==> src/rtl/gf_sram_port_ctrl.sv <==
// Fabric-side SRAM port controller: holds the macro idle until configured, optionally zeroes it, then passes user accesses through.
// Optional power-up clear sweep is enabled by defining GF_SRAM_PORT_CTRL_CLEAR_EN.
module gf_sram_port_ctrl #(
    parameter int WIDTH     = 8,
    parameter int ADDR_BITS = 9
) (
    input  logic                 UserCLK,
    input  logic                 RST,
    input  logic                 CONFIGURED_top,
    input  logic                 CEN,
    input  logic                 GWEN,
    input  logic [WIDTH-1:0]     WEN,
    input  logic [ADDR_BITS-1:0] A,
    input  logic [WIDTH-1:0]     D,
    output logic [WIDTH-1:0]     Q,
    output logic                 Q_VALID,
    output logic                 BUSY,
    output logic                 CEN_SRAM,
    output logic                 GWEN_SRAM,
    output logic [WIDTH-1:0]     WEN_SRAM,
    output logic [WIDTH-1:0]     D_SRAM,
    output logic [ADDR_BITS-1:0] A_SRAM,
    input  logic [WIDTH-1:0]     Q_SRAM,
    output logic                 CLK_SRAM
);

`ifdef GF_SRAM_PORT_CTRL_CLEAR_EN
    typedef enum logic [1:0] {UNCONF, CLEAR, READY} state_t;
    logic [ADDR_BITS-1:0] count_q;
`else
    typedef enum logic [1:0] {UNCONF, READY} state_t;
`endif

    state_t           state_q;
    logic             rdPending_q;
    logic [WIDTH-1:0] qHold_q;
    logic             userActive;
    logic             readAccept;

    assign CLK_SRAM   = UserCLK;
    assign userActive = (state_q == READY) && CONFIGURED_top && !RST;
    assign readAccept = userActive && !CEN && GWEN;
    assign BUSY       = !userActive;
    assign Q_VALID    = rdPending_q && !RST;
    assign Q          = RST ? '0 : (rdPending_q ? Q_SRAM : qHold_q);

    // Dropping CONFIGURED_top or holding reset parks the macro immediately, not one edge later.
    always_comb begin
        CEN_SRAM  = 1'b1;
        GWEN_SRAM = 1'b1;
        WEN_SRAM  = '1;
        A_SRAM    = '0;
        D_SRAM    = '0;
        if (!RST && CONFIGURED_top) begin
            if (state_q == READY) begin
                CEN_SRAM  = CEN;
                GWEN_SRAM = GWEN;
                WEN_SRAM  = WEN;
                A_SRAM    = A;
                D_SRAM    = D;
            end
`ifdef GF_SRAM_PORT_CTRL_CLEAR_EN
            else if (state_q == CLEAR) begin
                CEN_SRAM  = 1'b0;
                GWEN_SRAM = 1'b0;
                WEN_SRAM  = '0;
                A_SRAM    = count_q;
            end
`endif
        end
    end

    always_ff @(posedge UserCLK) begin
        if (RST) begin
            state_q     <= UNCONF;
            rdPending_q <= 1'b0;
            qHold_q     <= '0;
`ifdef GF_SRAM_PORT_CTRL_CLEAR_EN
            count_q     <= '0;
`endif
        end else begin
            rdPending_q <= readAccept;
            if (rdPending_q) begin
                qHold_q <= Q_SRAM;
            end
            if (!CONFIGURED_top) begin
                state_q <= UNCONF;
`ifdef GF_SRAM_PORT_CTRL_CLEAR_EN
                count_q <= '0;
`endif
            end else begin
                case (state_q)
                    UNCONF: begin
`ifdef GF_SRAM_PORT_CTRL_CLEAR_EN
                        state_q <= CLEAR;
                        count_q <= '0;
`else
                        state_q <= READY;
`endif
                    end
`ifdef GF_SRAM_PORT_CTRL_CLEAR_EN
                    // The last address is written in the cycle the counter reads all-ones.
                    CLEAR: begin
                        count_q <= count_q + 1'b1;
                        if (count_q == '1) begin
                            state_q <= READY;
                        end
                    end
`endif
                    READY:   state_q <= READY;
                    default: state_q <= UNCONF;
                endcase
            end
        end
    end

endmodule

==> config.mk <==
export PLATFORM = sky130hd
export DESIGN_NAME = gf_sram_port_ctrl
export DESIGN_NICKNAME = d
export VERILOG_FILES = /design/src/rtl/gf_sram_port_ctrl.sv
export SDC_FILE = /design/constraint.sdc
export NUM_CORES = 1
export LEC_CHECK = 0
export BUFFER_PORTS_ARGS = -buffer_cell sky130_fd_sc_hd__buf_2
export CAP_MARGIN = 0
export CORE_AREA = 4 4 47 49
export CTS_BUF_LIST = sky130_fd_sc_hd__clkbuf_16
export CTS_CLUSTER_SIZE = 24
export DETAILED_ROUTE_END_ITERATION = 10
export DIE_AREA = 0 0 51 53
export PLACE_DENSITY = 0.93
export SYNTH_ARGS = -nofsm -noshare
export SYNTH_HDL_FRONTEND = slang
export SYNTH_SLANG_ARGS = --single-unit
==> constraint.sdc <==
create_clock -name UserCLK -period 1.45 [get_ports UserCLK]
set_clock_uncertainty 0.05 [all_clocks]
set_input_delay 0.0725 -clock UserCLK [delete_from_list [all_inputs] [get_ports UserCLK]]
set_output_delay 0.0725 -clock UserCLK [all_outputs]
set_load 0.05 [all_outputs]
# After elaboration in Yosys (flattened, before gate mapping)
# Index checks and enable logic that the tools add are counted.
# W data, S select, Z words.
dict set report word_totals {
  ff_bits 11
  latch_bits 0
  ram_bits 0
  romBits 0
  inputBits 38
  mem_count 0
}
dict set report classes {
  addsub 0
  mul 0
  div_mod_pow 0
  n_lt_le_gt_ge 0
  n_eq_ne 1
  shift 0
  muxes 13
  bitwise 1
  n_reduce_logical 12
}
# op n
set ops {}
lappend ops {{$mux W8} 6}
lappend ops {{$mux W9} 2}
lappend ops {{$logic_and A1 B1 Y1} 6}
lappend ops {{$mux W1} 5}
lappend ops {{$reduce_or A2 Y1} 2}
lappend ops {{$logic_not A1 Y1} 3}
lappend ops {{$eq A2 B1 Y1 const B} 1}
lappend ops {{$logic_not A2 Y1} 1}
lappend ops {{$not A1 Y1} 1}

# Logic depth before layout (Yosys ltp)
# Gate-level depths: netlist of the first run.
dict set report depth {
  word_depth 5
  depth_mapped 4
  depth_no_buf 2
}

==> out/qor.csv, run 1 <==
metric,value,unit
outcome,finished with violations,
failing checks,negative setup slack,
sw frac,0.2726,
Max Cap Viol,0,
crit path capture type,output pin,
hold path depth,3,
"commonest non-fill, non-tap cell in the layout",buf_2,
Final Setup Violations,19,
Layout Area Growth over Synthesis,155.4,%
Net Sw Power,0.4135,mW
Worst Setup Start Kind,flip-flop,
"leading cell types in the layout, fill and taps excluded","buf_2 (44), buf_6 (25), and2_1 (13)",
Worst Reg-to-Reg Cells,3,
Total GRT Usage,0.2008,
Detailed Place HPWL,1638,µm
drt pass-1 iters,4,
critical path peak fanout,9,
minimum clock period,1.494,ns
Critical-path top delay cell,dfxtp_4,
Critical Path Start,rdPending_q,
critical path type,reg2out,
Synth Area in XOR/XNOR,0,
Nets,189,
synthesized cell area,560.5,µm²
Post-Place Worst Slack,0.1361,ns
RSZ-0062 raised after global routing,true,
Synth Net Count,103,
crit path cell chain,"mux2i_1, nor2_2, buf_6",
Critical R2R Capture,rdPending_q,
Port Buffers,75,
synthesized-area fraction occupied by and/or/nand/nor cells,0.4040,
Internal Power,1.103,mW
IO Pins,76,
Max stage delay on crit path,0.45,ns
Clock power frac,0.687,
multiplexer share of the synthesized area,0.1429,
Die Wd,51,µm
relative slew slack,0.8200,
Pins Over Slew Limit,0,
CTS tree,yes,
complex-gate fraction of the synthesized area,0,
Vias,798,
FP Rows,16,
DRT antenna net count,0,
global route overflow,0,
first-pass GRT wire length,3946,µm
drt via density,4.508,
routing usage on met2,0.3755,
Worst IR Drop VDD,1201,µV
Max Fclk,669.4,MHz
endpoints failing hold,0,
final wirelength,2869,µm
cells after synthesis,65,
Worst-Margin Slew,0.2625,ns
DRT iter0 DRCs,10,
busiest grt layer,met2,
"Avg Cell Area, Syn",8.624,µm²
WHS Endpoint,qHold_q[5],
Seq pwr share,0.185,
Yosys cell types,15,
post-CTS setup buffer count,0,
met3 Usage GRT,0.08169,
"Clk pin slew, worst setup/hold paths",0.04,ns
"Clk Latency, worst-skew pair",0.34,ns
gpl congestion,0.6463,
initial antenna violation count,0,
"reg-to-reg slack, setup",0.23,ns
antenna diode count,0,
largest net degree at the start of global routing,28,
vias in the first global route,837,
main combinational cell family by area after synthesis,simple AND/OR/NAND/NOR gates,
Routed WL per cell,16.21,µm
hold path start,Q_SRAM[5],
fin crit share,1.030,
met1 GRT Util,0.1706,
setup_tns,-0.4202,ns
#FFs+latches synth,10,
final worst slack,-0.04379,ns
FF-to-FF Start,state_q[0],
yosys warns,0,
core outline area,1862,µm²
total leakage power,0.6820,nW
Die H,53,µm
DRC viols,0,
adder-cell area share of the yosys netlist,0,
Crit path arrival time,1.37,ns
power per cell area,1060,nW/µm²
Die Area,2703,µm²
Starting Density,0.3011,
fraction of layout instances using a drive strength above 1,0.6600,
Logic pwr share,0.127,
register area share after synthesis,0.3571,
WP data required,1.33,ns
HP Class,in2reg,
[repair_timing]
action | 4_1_cts | 5_1_grt
endpoints found under the setup margin | 35 | 29
pin swaps | 0 | 0
hold endpoints to repair | 7 | 0
hold buffers | 8 | 0
resized for setup | 52 | 28
gates cloned | 0 | 0
[cell families (layout without fill, tap and decap cells)]
| family | count (synthesis) | in the layout |
|---|---|---|
| buf+inv | 8 | 93 |
| simple gates | 39 | 39 |
| mux | 8 | 8 |
| flops | 10 | 10 |
[layout make-up]
class / count / area [µm²]
Fill cell: 114 / 430.4
Clock inverter: 1 / 3.754
Inverter: 2 / 7.507
Sequential cell: 10 / 205.2
Multi-Input combinational cell: 47 / 361.6
Timing Repair Buffer: 83 / 664.4
Tap cell: 27 / 33.78
Clock buffer: 7 / 155.1
[through the flow]
step / instances / area [µm²] / utilization / total power, mW / hold slack, ns
floorplan: 65 / 568.0 / - / 0.5182 / 0.1507
global placement: 162 / 950.9 / 0.5108 / 0.5605 / 0.2555
detailed placement: 162 / 950.9 / 0.5108 / 0.5637 / 0.2555
CTS: 177 / 1334 / 0.7164 / 1.517 / 0.0009048
global route: 177 / 1431 / 0.7688 / 1.566 / 0.05143
finish: 177 / 1431 / 0.7688 / 1.517 / 0.02232
[per-layer routing]
| metal | wire length (µm) | up-vias |
|---|---|---|
| li1 | - | 368 |
| met1 | 920 | 350 |
| met2 | 1457 | 72 |
| met3 | 392 | 8 |
| met4 | 99 | 0 |
| met5 | 0 | - |
[worst max-delay path: cells and delay by family (launching register included)]
family,cells,cell delay [ns]
flops,1,0.45
simple gates,1,0.10
buf+inv,1,0.17
mux,1,0.32
[power by group through the flow]
stage / logic, mW / registers, mW / clock network [mW]
6_report: 0.193 / 0.281 / 1.04
3_3_place_gp: 0.143 / 0.286 / 0.132
3_5_place_dp: 0.146 / 0.286 / 0.132
2_1_floorplan: 0.0846 / 0.285 / 0.149
5_1_grt: 0.203 / 0.281 / 1.08
4_1_cts: 0.178 / 0.281 / 1.06
[flip-flops by register name, indices dropped and copies added, names as in the netlist]
name         flops
rdPending_q      1
state_q          1
qHold_q          8
[synthesized netlist by cell type (all sizes together)]
cell type	n	area (µm²)
nor2	9	33.78
and3b	1	8.760
and2	17	106.4
nand2b	8	50.05
buf	5	42.53
nor2b	2	12.51
dfxtp	10	200.2
mux2i	8	80.08
clkbuf	1	3.750
nand4bb	1	11.26
nand2	1	3.750
inv	2	7.500
[worst max-delay path by stage]
stage | end | slack (ns) | cells past startpoint
5_1_grt | Q[7] | -0.08 | 3
4_1_cts | D_SRAM[5] | -0.04 | 4
6_report | Q[7] | -0.04 | 3
3_3_place_gp | D_SRAM[0] | 0.25 | 5
3_5_place_dp | Q[4] | 0.14 | 3
2_1_floorplan | qHold_q[3] | -0.07 | 3
Note: power is estimated with default switching activity, not from simulation.
==> inputs of run 2 (changes only) <==
BUFFER_PORTS_ARGS = -buffer_cell sky130_fd_sc_hd__buf_4   (was -buffer_cell sky130_fd_sc_hd__buf_2)
==> out/qor.csv, run 2 (synthesized netlist as in run 1, its figures left out) <==
metric,value,unit
final wirelength,2672,µm
Crit path arrival time,1.34,ns
FF-to-FF Start,rdPending_q,
Critical-path top delay cell,dfxtp_2,
endpoints failing hold,0,
global route overflow,0,
drt via density,4.367,
crit path cell chain,"and3b_2, buf_6, and2_1, buf_6",
IO Pins,76,
"Clk pin slew, worst setup/hold paths",0.04,ns
Die H,53,µm
Top Registers,"qHold_q: 8 flops, rdPending_q: 1 flops, state_q: 1 flops",
FP Rows,16,
outcome,finished with violations,
Worst IR Drop VDD,1681,µV
RSZ-0062 raised after global routing,true,
critical path peak fanout,14,
Routed WL per cell,14.84,µm
initial antenna violation count,0,
Logic pwr share,0.145,
first-pass GRT wire length,4098,µm
Vias,786,
Die Wd,51,µm
fin crit share,1.011,
"commonest non-fill, non-tap cell in the layout",buf_4,
"Clk Latency, worst-skew pair",0.35,ns
gpl congestion,0.6367,
Layout Area Growth over Synthesis,172.8,%
critical path type,reg2out,
Buf/Inv on CP,2,
fraction of layout instances using a drive strength above 1,0.6536,
CTS tree,yes,
total leakage power,0.7272,nW
Post-Place Worst Slack,0.2160,ns
max reg flops,8,
Total GRT Usage,0.2214,
Nets,193,
Die Area,2703,µm²
Pins Over Slew Limit,0,
DRC viols,0,
Starting Density,0.3011,
smallest hold slack,0.01801,ns
largest net degree at the start of global routing,15,
DRT iter0 DRCs,1,
DRT antenna net count,0,
failing checks,negative setup slack,
setup_tns,-0.04534,ns
hold path start,Q_SRAM[4],
Clock power frac,0.673,
Max Cap Viol,0,
drt pass-1 iters,2,
register name with the most flops,qHold_q,
Port Buffers,75,
"delay-heaviest family, CP",simple AND/OR/NAND/NOR gates,
relative slew slack,0.7618,
"leading cell types in the layout, fill and taps excluded","buf_4 (55), buf_6 (18), and2_1 (11), dlygate4sd3_1 (10)",
WP data required,1.33,ns
HP Class,in2reg,
final worst slack,-0.01561,ns
Detailed Place HPWL,1742,µm
Max Fclk,682.3,MHz
power per cell area,1009,nW/µm²
Worst Setup Start Kind,flip-flop,
placed inst area,1126,µm²
vias in the first global route,877,
Seq pwr share,0.182,
Net Sw Power,0.3942,mW
core outline area,1862,µm²
crit path capture type,output pin,
antenna diode count,0,
post-route cell area,1529,µm²
sw frac,0.2554,
Final Setup Violations,7,
Internal Power,1.149,mW
minimum clock period,1.466,ns
Worst-Margin Slew,0.3573,ns
Max stage delay on crit path,0.32,ns
"Top cell by count, worst path",buf_6,
Critical Path Start,state_q[0],
overall power,1.543,mW
## run 2: changes by cell type in the layout (fill, tap and decap cells not counted), sizes merged
| cell | previous run | this run |
|---|---|---|
| buf | 76 | 77 |
| clkinv | 1 | 0 |
| dlygate4sd3 | 8 | 10 |
| dlymetal6s4s | 0 | 1 |
## run 2: power by group through the flow
| stage | registers, mW | logic (mW) | clock network (mW) |
|---|---|---|---|
| finish | 0.281 | 0.223 | 1.04 |
| global route | 0.281 | 0.236 | 1.08 |
| CTS | 0.281 | 0.216 | 1.06 |
| detailed placement | 0.286 | 0.181 | 0.149 |
| global placement | 0.286 | 0.178 | 0.149 |
| floorplan | 0.285 | 0.0846 | 0.149 |
## run 2: final timing paths
| check | to | slack [ns] | cells after the start |
|---|---|---|---|
| setup / recovery | D_SRAM[0] | -0.02 | 4 |
| hold reg to reg | qHold_q[6] | 0.46 | 2 |
| setup reg to reg | qHold_q[1] | 0.52 | 2 |
| hold / removal | qHold_q[4] | 0.02 | 3 |
## run 2: worst register-to-register path, stage by stage, from the launching register on
cell and delay, ns:
dfxtp_4 0.42, mux2i_2 0.26, nor2_2 0.07
## run 2: per-stage QoR
stage | util | instances
4_1_cts | 0.7964 | 180
3_3_place_gp | 0.6048 | 162
6_report | 0.8212 | 180
5_1_grt | 0.8212 | 180
3_5_place_dp | 0.6048 | 162
2_1_floorplan | - | 65
## run 2: final cells by class
type / instances / area [µm²]
Fill cell: 108 / 332.8
Multi-Input combinational cell: 47 / 344.1
Sequential cell: 10 / 205.2
Tap cell: 27 / 33.78
Clock buffer: 7 / 157.7
Inverter: 2 / 7.507
Timing Repair Buffer: 87 / 780.7
## run 2: what timing repair did
action / 4_1_cts / 5_1_grt
endpoints found under the setup margin: 34 / 33
cloned: 1 / 0
pin swaps: 1 / 0
buffers inserted: 0 / 0
hold buffers: 11 / 0
resized for setup: 28 / 14
hold endpoints to repair: 10 / 0
## run 2: metal layers
metal  part of all wire  track usage  up-vias
met2               0.47       0.3820       63
li1                   -            -      376
met5                  0            0        -
met3               0.14       0.1268        7
met1               0.36       0.1852      340
met4              0.024       0.1749        0
